<file path="config.mk">
export PLATFORM = sky130hd
export DESIGN_NAME = uart_program_loader
export DESIGN_NICKNAME = d
export VERILOG_FILES = /design/src/rtl/uart_program_loader.sv
export SDC_FILE = /design/constraint.sdc
export NUM_CORES = 1
export LEC_CHECK = 0
export CAP_MARGIN = 20
export CORE_UTILIZATION = 50
export CTS_CLUSTER_DIAMETER = 120
export DETAILED_ROUTE_END_ITERATION = 7
export PLACE_DENSITY = 0.72
export SLEW_MARGIN = 25
export SYNTH_ARGS = -nofsm -noshare
export SYNTH_HDL_FRONTEND = slang
export SYNTH_SLANG_ARGS = --single-unit
</file>
<file path="constraint.sdc">
create_clock -name clk -period 2 [get_ports clk]
set_input_delay 0.4 -clock clk [delete_from_list [all_inputs] [get_ports clk]]
set_output_delay 0.4 -clock clk [all_outputs]
set_load 0.01 [all_outputs]
</file>
<file path="src/rtl/uart_program_loader.sv">
// Frames the UART byte stream (SYNC, ADDR, LEN, data words, XOR checksum) into
// single-cycle memory writes and releases the CPU after a clean load.
module uart_program_loader #(
  parameter int DATA_WIDTH     = 8,
  parameter int WORD_WIDTH     = 32,
  parameter int ADDR_WIDTH     = 8,
  parameter int TIMEOUT_CYCLES = 1000000
) (
  input  logic                  clk,
  input  logic                  arst_n,
  input  logic                  rx_done,
  input  logic [DATA_WIDTH-1:0] rx_data,
  output logic                  mem_we,
  output logic [ADDR_WIDTH-1:0] mem_addr,
  output logic [WORD_WIDTH-1:0] mem_wdata,
  output logic                  load_busy,
  output logic                  load_done,
  output logic                  load_err,
  output logic [1:0]            err_code,
  output logic                  cpu_run
);

  localparam int BPW   = WORD_WIDTH / DATA_WIDTH;
  localparam int IDX_W = (BPW > 1) ? $clog2(BPW) : 1;
  localparam int CNT_W = (TIMEOUT_CYCLES > 1) ? $clog2(TIMEOUT_CYCLES) : 1;

  localparam logic [DATA_WIDTH-1:0] SYNC_BYTE = DATA_WIDTH'(8'hA5);
  localparam logic [IDX_W-1:0]      LAST_IDX  = IDX_W'(BPW - 1);
  localparam logic [CNT_W-1:0]      TERM_CNT  = CNT_W'(TIMEOUT_CYCLES - 1);

  typedef enum logic [2:0] {
    S_IDLE,
    S_ADDR,
    S_LEN,
    S_DATA,
    S_CHECK
  } state_t;

  typedef enum logic [1:0] {
    E_NONE    = 2'b00,
    E_CSUM    = 2'b01,
    E_TIMEOUT = 2'b10,
    E_ZLEN    = 2'b11
  } err_t;

  state_t                  state;
  logic [ADDR_WIDTH-1:0]   ptr_q;
  logic [DATA_WIDTH-1:0]   word_cnt;
  logic [IDX_W-1:0]        byte_idx;
  logic [DATA_WIDTH-1:0]   csum;
  logic [CNT_W-1:0]        tmo_cnt;
  logic [WORD_WIDTH-1:0]   word_q;
  logic [WORD_WIDTH-1:0]   word_next;
  logic                    timed_out;

  // NOTE: every variable assigned in always_comb gets a full default first,
  // so no path can leave it unassigned and infer a latch.
  always_comb begin
    word_next = word_q;
    word_next[int'(byte_idx)*DATA_WIDTH +: DATA_WIDTH] = rx_data;
  end

  // A byte arriving on the terminal count wins over the timeout.
  assign timed_out = (state != S_IDLE) && !rx_done && (tmo_cnt == TERM_CNT);

  // NOTE: sequential state uses non-blocking assignments only; later
  // assignments in the same block override earlier defaults for that edge.
  always_ff @(posedge clk) begin
    if (!arst_n) begin
      state     <= S_IDLE;
      ptr_q     <= '0;
      word_cnt  <= '0;
      byte_idx  <= '0;
      csum      <= '0;
      tmo_cnt   <= '0;
      word_q    <= '0;
      mem_we    <= 1'b0;
      mem_addr  <= '0;
      mem_wdata <= '0;
      load_busy <= 1'b0;
      load_done <= 1'b0;
      load_err  <= 1'b0;
      err_code  <= E_NONE;
      cpu_run   <= 1'b0;
    end else begin
      mem_we    <= 1'b0;
      load_done <= 1'b0;

      if (state == S_IDLE || rx_done) tmo_cnt <= '0;
      else                            tmo_cnt <= tmo_cnt + CNT_W'(1);

      if (timed_out) begin
        state     <= S_IDLE;
        load_busy <= 1'b0;
        load_err  <= 1'b1;
        err_code  <= E_TIMEOUT;
      end else if (rx_done) begin
        unique case (state)
          S_IDLE: begin
            if (rx_data == SYNC_BYTE) begin
              state     <= S_ADDR;
              load_busy <= 1'b1;
              load_err  <= 1'b0;
              err_code  <= E_NONE;
              cpu_run   <= 1'b0;
              csum      <= '0;
              byte_idx  <= '0;
            end
          end

          S_ADDR: begin
            ptr_q <= ADDR_WIDTH'(rx_data);
            csum  <= csum ^ rx_data;
            state <= S_LEN;
          end

          S_LEN: begin
            csum <= csum ^ rx_data;
            if (rx_data == '0) begin
              state     <= S_IDLE;
              load_busy <= 1'b0;
              load_err  <= 1'b1;
              err_code  <= E_ZLEN;
            end else begin
              word_cnt <= rx_data;
              byte_idx <= '0;
              state    <= S_DATA;
            end
          end

          S_DATA: begin
            csum   <= csum ^ rx_data;
            word_q <= word_next;
            if (byte_idx == LAST_IDX) begin
              mem_we    <= 1'b1;
              mem_addr  <= ptr_q;
              mem_wdata <= word_next;
              ptr_q     <= ptr_q + ADDR_WIDTH'(1);
              word_cnt  <= word_cnt - DATA_WIDTH'(1);
              byte_idx  <= '0;
              if (word_cnt == DATA_WIDTH'(1)) state <= S_CHECK;
            end else begin
              byte_idx <= byte_idx + IDX_W'(1);
            end
          end

          S_CHECK: begin
            state     <= S_IDLE;
            load_busy <= 1'b0;
            if (rx_data == csum) begin
              load_done <= 1'b1;
              cpu_run   <= 1'b1;
            end else begin
              load_err <= 1'b1;
              err_code <= E_CSUM;
            end
          end

          default: begin
            state     <= S_IDLE;
            load_busy <= 1'b0;
          end
        endcase
      end
    end
  end

endmodule

</file>
==> key figures, run 1 <==
Placed design
  – PortBufs: 57
  – DP Wirelength: 9590 um
  – Final GP Congestion: 0.858
  – Placed cells: 888

Critical path
  – Reg2Reg Launch Point: byte_idx[1]$_SDFFE_PN0P_
  – Critical path class: in -> reg
  – R2r worst-path depth: 7
  – Startpoint Class: input port
  – CP Data Required Time: 2310 ps
  – RR Endpoint: word_q[9]$_SDFFE_PN0P_
  – Crit path largest cell delay: 580 ps
  – CP arrival: 2290 ps
  – Reg2Reg Setup Slack: 190 ps
  – CP max FO: 3
  – Cell breakdown of the critical path: clkdlybuf4s50_1 > or4_4 > o31ai_2 > nand4b_1 > nor2_1 > mux2_2
  – Worst setup EP type: register
  – Slowest cell on the critical path: or4_4

Timing
  – Count of final hold-check violations: 0
  – Skew final: 6.10 ps
  – Max Fclk: 507 MHz
  – TNS Setup: 0 ps
  – WHS: 452 ps
  – Clock period minus worst slack: 1970 ps
  – Worst slew pin tran: 389 ps
  – Slew HR: 0.740
  – Final setup viols: 0
  – Slew Viols, Final: 0
  – Period utilization: 0.987
  – RSZ-0062 raised after global routing: false

Power and ir drop
  – Leak: 2.54 nW
  – Power per cell area: 808 nW/um^2
  – Tot Pwr: 0.00591 W
  – Worst IR Drop VDD: 0.000838 V

Routing
  – DRT iter0 DRCs: 346
  – DR pass1 iterations: 4
  – Final WL: 14200 um
  – Vias: 5212
  – Post-DRT Antenna Nets: 0
  – WL per Instance: 15.4 um
  – Vias/cell: 5.67
  – Post-route DRC: 0

Layout
  – Share of post-route cells with drive strength above 1: 0.120
  – Most common cell after layout, fill and taps aside: dfxtp_1
  – Number of diodes: 0
  – Fin cells: 920
  – P&R area growth vs syn: 25.2%
  – Final nets: 785
  – Commonest cells after routing, fill and taps aside: dfxtp_1, nor2_1, a21oi_1

Yosys
  – Synth warn: 0
  – Number of distinct library cells after synthesis: 57
  – Ys async rst share: 0
  – Yosys top cell area share: 0.439
  – Register area share after synthesis: 0.439
  – Mapped Area: 5840 um^2
  – Avg Inst Size Synth: 8.42 um^2
  – Predominant post-synthesis flop cell: dfxtp_1
  – Top cells by area, synth: dfxtp_1, a211oi_1, nor2_1
  – Cell taking the most area after synthesis: dfxtp_1
  – EDFF count, synth: 0
  – Post-Syn Nets: 715
  – Flops & latches, synth: 128
  – Gate Count Post-Synth: 694

Global routing
  – Gr usage total: 0.249
  – Pin count of the biggest net entering global routing: 49
  – Grt total ovfl: 0
  – Vias in the first global route: 4835
  – Global route hottest layer: met2
  – Met1 global-route usage: 0.316
  – First-pass GRT wire length: 23200 um
  – Initial antenna violation count: 0
  – Grt met2 use: 0.395
  – Met3 Resource Use GR: 0.0658

Clock network
  – Worst-Skew Late Latency: 430 ps
  – CTS max path bufs: 2
  – Clock transition at path regs: 50 ps
  – CTS H-tree depth: 4
  – Hold Buf Count CTS: 0
  – Num CTS Buffers: 17
  – TritonCTS clock tree: yes
  – Root buf cell: clkbuf_16
  – Post-CTS setup buffer count: 0
  – Clock sinks: 128

Floorplanning
  – FP Rows: 39
  – Core Area: 11400 um^2
  – Full die area: 12100 um^2
  – Die W: 110 um
  – Die Ht: 110 um
  – Initial Util: 0.512
  – Ports: 58

Run
  – # Max-Cap Violations: 0

Worst hold path
  – Hold crit path type: reg -> reg
  – Hold Crit Endpoint: mem_addr[2]$_SDFFE_PN0P_
  – Hold path depth: 2
  – HP Start: mem_addr[2]$_SDFFE_PN0P_

Run status
  – Outcome: finished, final reports clean
==> area by class of cell <==
type                    instances  area (um^2)
inverters                      10         37.5
clock buffers                  22          464
fillers                       967         4100
flip-flops and latches        128         2560
repair buffers                 98          968
clock inverters                10         86.3
multi-input cells             509         3010
well taps                     143          179
==> synth_stat cells (3+ instances only) <==
library cell  number
nor3_1            13
and3_1             5
o21ai_0           31
a211oi_1          66
buf_6              9
nor4_1             3
nand3b_1           9
inv_1             10
and4_1             5
or3_1              5
nand2_1           46
nor2b_1           35
buf_2              3
clkbuf_1          26
dfxtp_1          128
ha_1              10
nand4_1            5
a21oi_1           70
xnor2_1            9
buf_4              3
nor2_1           116
nand3_1           14
and2_1             6
o221a_2            5
xor2_1            13
buf_1              6
nand2b_1           4
mux2i_1            3
==> metrics by stage <==
stage | setup WS, ps | util | cell area, um^2
2_1_floorplan | 12.1 | - | 5860
3_3_place_gp | -422 | 0.591 | 6740
3_5_place_dp | -443 | 0.591 | 6740
4_1_cts | 2.32 | 0.639 | 7300
5_1_grt | 1.37 | 0.641 | 7310
6_report | 26.3 | 0.641 | 7310
==> worst max-delay path: cells and delay by family <==
family | cells | cell delay [ps]
multiplexers | 1 | 340
AND/OR/NAND/NOR | 3 | 870
buffers and inverters | 1 | 450
AO/OA/AOI/OAI | 1 | 220
==> routing by layer <==
metal / vias to the layer above / part of all wire
li1: 2611 / -
met2: 103 / 0.47
met4: 0 / 0.024
met5: - / 0
met1: 2459 / 0.46
met3: 39 / 0.049
==> worst max path at each step <==
stage	to	startpoint	cells past startpoint
2_1_floorplan	load_err$_SDFFE_PN0P_	rx_data[3]	6
3_3_place_gp	load_err$_SDFFE_PN0P_	rx_data[3]	6
3_5_place_dp	load_err$_SDFFE_PN0P_	rx_data[3]	6
4_1_cts	load_err$_SDFFE_PN0P_	rx_data[3]	6
5_1_grt	csum[1]$_SDFFE_PN0P_	rx_data[4]	7
6_report	load_err$_SDFFE_PN0P_	rx_data[7]	6
==> where the power goes <==
group          internal (W)  switching [W]  total, W
Sequential          0.00258      0.0000397   0.00262
Combinational      0.000177       0.000235  0.000412
Clock               0.00176        0.00111   0.00288
==> timing repair <==
item | CTS | global route
gates resized for setup | 1 | 4
pin swaps | 0 | 4
setup endpoints to repair | 1 | 17
gates cloned | 0 | 0
==> sequential cells by signal, indices dropped and copies added, names as in the netlist, 2 cells and up <==
name       flops
byte_idx       2
csum           8
err_code       2
mem_addr       8
mem_wdata     32
ptr_q          8
state          3
tmo_cnt       20
word_cnt       8
word_q        32
==> cells by family after synthesis <==
group / share of synthesized area
compound gates: 0.209
xor+xnor: 0.0330
fa+ha+maj: 0.0214
buf+inv: 0.0507
flops: 0.439
mux: 0.00707
simple gates: 0.240
Note: power is estimated with default switching activity, not from simulation.
==> inputs of run 2 (changes only) <==
--- a/config.mk
+++ b/config.mk
@@ -10,6 +10,7 @@
 export CTS_CLUSTER_DIAMETER = 120
 export DETAILED_ROUTE_END_ITERATION = 7
 export PLACE_DENSITY = 0.72
+export SKIP_CTS_REPAIR_TIMING = 1
 export SLEW_MARGIN = 25
 export SYNTH_ARGS = -nofsm -noshare
 export SYNTH_HDL_FRONTEND = slang
==> results of run 2 <==
Final layout, timing and power as in run 1 (identical DEF).
==> inputs of run 3 (changes only) <==
--- a/config.mk
+++ b/config.mk
@@ -5,7 +5,9 @@
 export SDC_FILE = /design/constraint.sdc
 export NUM_CORES = 1
 export LEC_CHECK = 0
+export ABC_CLOCK_PERIOD_IN_PS = 2000
 export CAP_MARGIN = 20
+export CORE_MARGIN = 1.5
 export CORE_UTILIZATION = 50
 export CTS_CLUSTER_DIAMETER = 120
 export DETAILED_ROUTE_END_ITERATION = 7
==> run 3 against run 2 <==
Register-to-register slack lost 40 ps. Die area grew 1.8%. Flip-flop and latch count is the same. Sequential power is essentially flat. Cell count grew 0.43%. Maximum frequency grew 1.3%. Sequential share of layout area shrank 0.23 points. First-iteration DRC count shrank 11%. Combinational power is essentially flat. Total power grew 1.6%. Utilization grew 0.42 points. Non-clock buffer count grew 4. Largest power group unchanged. Highest routed layer unchanged.
==> key figures, run 3 (synthesis gave the netlist of run 1 again) <==
Critical path
  – WP buf/inv: 1
  – CP max FO: 3
  – Worst setup EP type: register
  – Reg2Reg Setup Slack: 150 ps
  – Cell breakdown of the critical path: clkdlybuf4s50_1 > or4_4 > o31ai_4 > nand4b_1 > nor2_1 > mux2_2
  – CP Data Required Time: 2320 ps
  – Crit path largest cell delay: 560 ps
  – Gate family responsible for the most delay along the worst path: simple AND/OR/NAND/NOR gates
  – RR Endpoint: word_q[14]$_SDFFE_PN0P_
  – Critical path class: in -> reg
  – Reg2Reg Launch Point: byte_idx[0]$_SDFFE_PN0P_
  – R2r worst-path depth: 7
  – Slowest cell on the critical path: or4_4
  – Startpoint Class: input port
  – CP arrival: 2270 ps

Routing
  – DRT iter0 DRCs: 307
  – Vias: 5203
  – Final WL: 14300 um
  – Vias/cell: 5.63
  – Post-route DRC: 0
  – Post-DRT Antenna Nets: 0
  – WL per Instance: 15.5 um
  – DR pass1 iterations: 5

Worst hold path
  – Hold crit path type: reg -> reg
  – Hold path depth: 1
  – HP Start: tmo_cnt[0]$_SDFF_PP0_
  – Hold Crit Endpoint: tmo_cnt[0]$_SDFF_PP0_

Timing
  – Max Fclk: 513 MHz
  – WHS: 450 ps
  – Period utilization: 0.975
  – Clock period minus worst slack: 1950 ps
  – Final setup viols: 0
  – Worst slew pin tran: 480 ps
  – Skew final: 6.13 ps
  – Count of final hold-check violations: 0
  – Worst Slack Setup Final: 50.9 ps
  – Slew Viols, Final: 0
  – Slew HR: 0.680

Floorplanning
  – Ports: 58
  – Full die area: 12300 um^2
  – FP Rows: 39
  – Initial Util: 0.512
  – Die Ht: 111 um
  – Die W: 111 um
  – Core Area: 11400 um^2

Clock network
  – Clock transition at path regs: 60 ps
  – CTS H-tree depth: 4
  – Root buf cell: clkbuf_16
  – Worst-Skew Late Latency: 430 ps
  – Num CTS Buffers: 17
  – CTS max path bufs: 2
  – Clock sinks: 128
  – TritonCTS clock tree: yes

Power and ir drop
  – Leak: 2.58 nW
  – Power per cell area: 816 nW/um^2
  – Worst IR Drop VDD: 0.000813 V

Global routing
  – Vias in the first global route: 4979
  – Gr usage total: 0.242
  – First-pass GRT wire length: 24100 um
  – Initial antenna violation count: 0
  – Grt total ovfl: 0
  – Pin count of the biggest net entering global routing: 77

Placed design
  – PortBufs: 57
  – Final GP Congestion: 0.864
  – DP Wirelength: 9670 um
  – Pre-CTS setup slack: -422 ps

Layout
  – Share of post-route cells with drive strength above 1: 0.125
  – Top flop regs: mem_wdata (32), word_q (32), tmo_cnt (20)
  – Multi-input gate area: 3020 um^2
  – Commonest cells after routing, fill and taps aside: dfxtp_1, nor2_1, a21oi_1
  – Seq. cell area: 2560 um^2
  – Filler cell count: 951
  – Most common cell after layout, fill and taps aside: dfxtp_1
  – Final nets: 789
  – P&R area growth vs syn: 26.0%
  – Number of diodes: 0

Run status
  – Outcome: finished, final reports clean

Run
  – # Max-Cap Violations: 0
-- run 3: how the worst max path moves through the flow --
stage | startpoint | endpoint | cells after the start
final | rx_data[2] | load_err$_SDFFE_PN0P_ | 6
after global routing | rx_data[2] | load_err$_SDFFE_PN0P_ | 6
after CTS | byte_idx[0]$_SDFFE_PN0P_ | word_q[25]$_SDFFE_PN0P_ | 6
after detailed placement | rx_data[0] | load_err$_SDFFE_PN0P_ | 6
after global placement | rx_data[0] | load_err$_SDFFE_PN0P_ | 6
after floorplan | rx_data[3] | load_err$_SDFFE_PN0P_ | 6
-- run 3: routing by layer --
metal,part of all wire,GRT usage,vias to the layer above
met4,0.019,0.0945,0
met2,0.48,0.388,104
met3,0.041,0.0645,23
li1,-,-,2598
met5,0,0,-
met1,0.46,0.312,2478
-- run 3: power breakdown --
group	internal [W]	switching, W	total, W	leakage [nW]
clock network	0.00185	0.00112	0.00297	0.280
logic	0.000173	0.000238	0.000410	1.26
registers	0.00258	0.0000377	0.00262	1.03
total	0.00461	0.00140	0.00600	2.58
-- run 3: cell type report --
cell class	instances	area share
multi-input cells	509	0.410
flip-flops and latches	128	0.348
repair buffers	102	0.135
clock buffers	21	0.0612
well taps	143	0.0243
clock inverters	11	0.0156
inverters	10	0.00510
-- run 3: worst register-to-register path: stages (launching register included) --
cell and delay, ps:
dfxtp_2 420, inv_1 140, ha_2 400, nand2_1 60, nor3_1 180, buf_4 200, a21oi_1 100, a211oi_1 260
-- run 3: metrics by stage --
stage	instance area (um^2)	instances	TNS (ps)	util	power [W]
6_report	7360	924	0	0.645	0.00600
5_1_grt	7360	924	-11.1	0.645	0.00620
4_1_cts	7330	924	-55.8	0.642	0.00604
3_5_place_dp	6760	892	-8510	0.592	0.00308
3_3_place_gp	6760	892	-7920	0.592	0.00306
2_1_floorplan	5860	694	0	-	0.00293
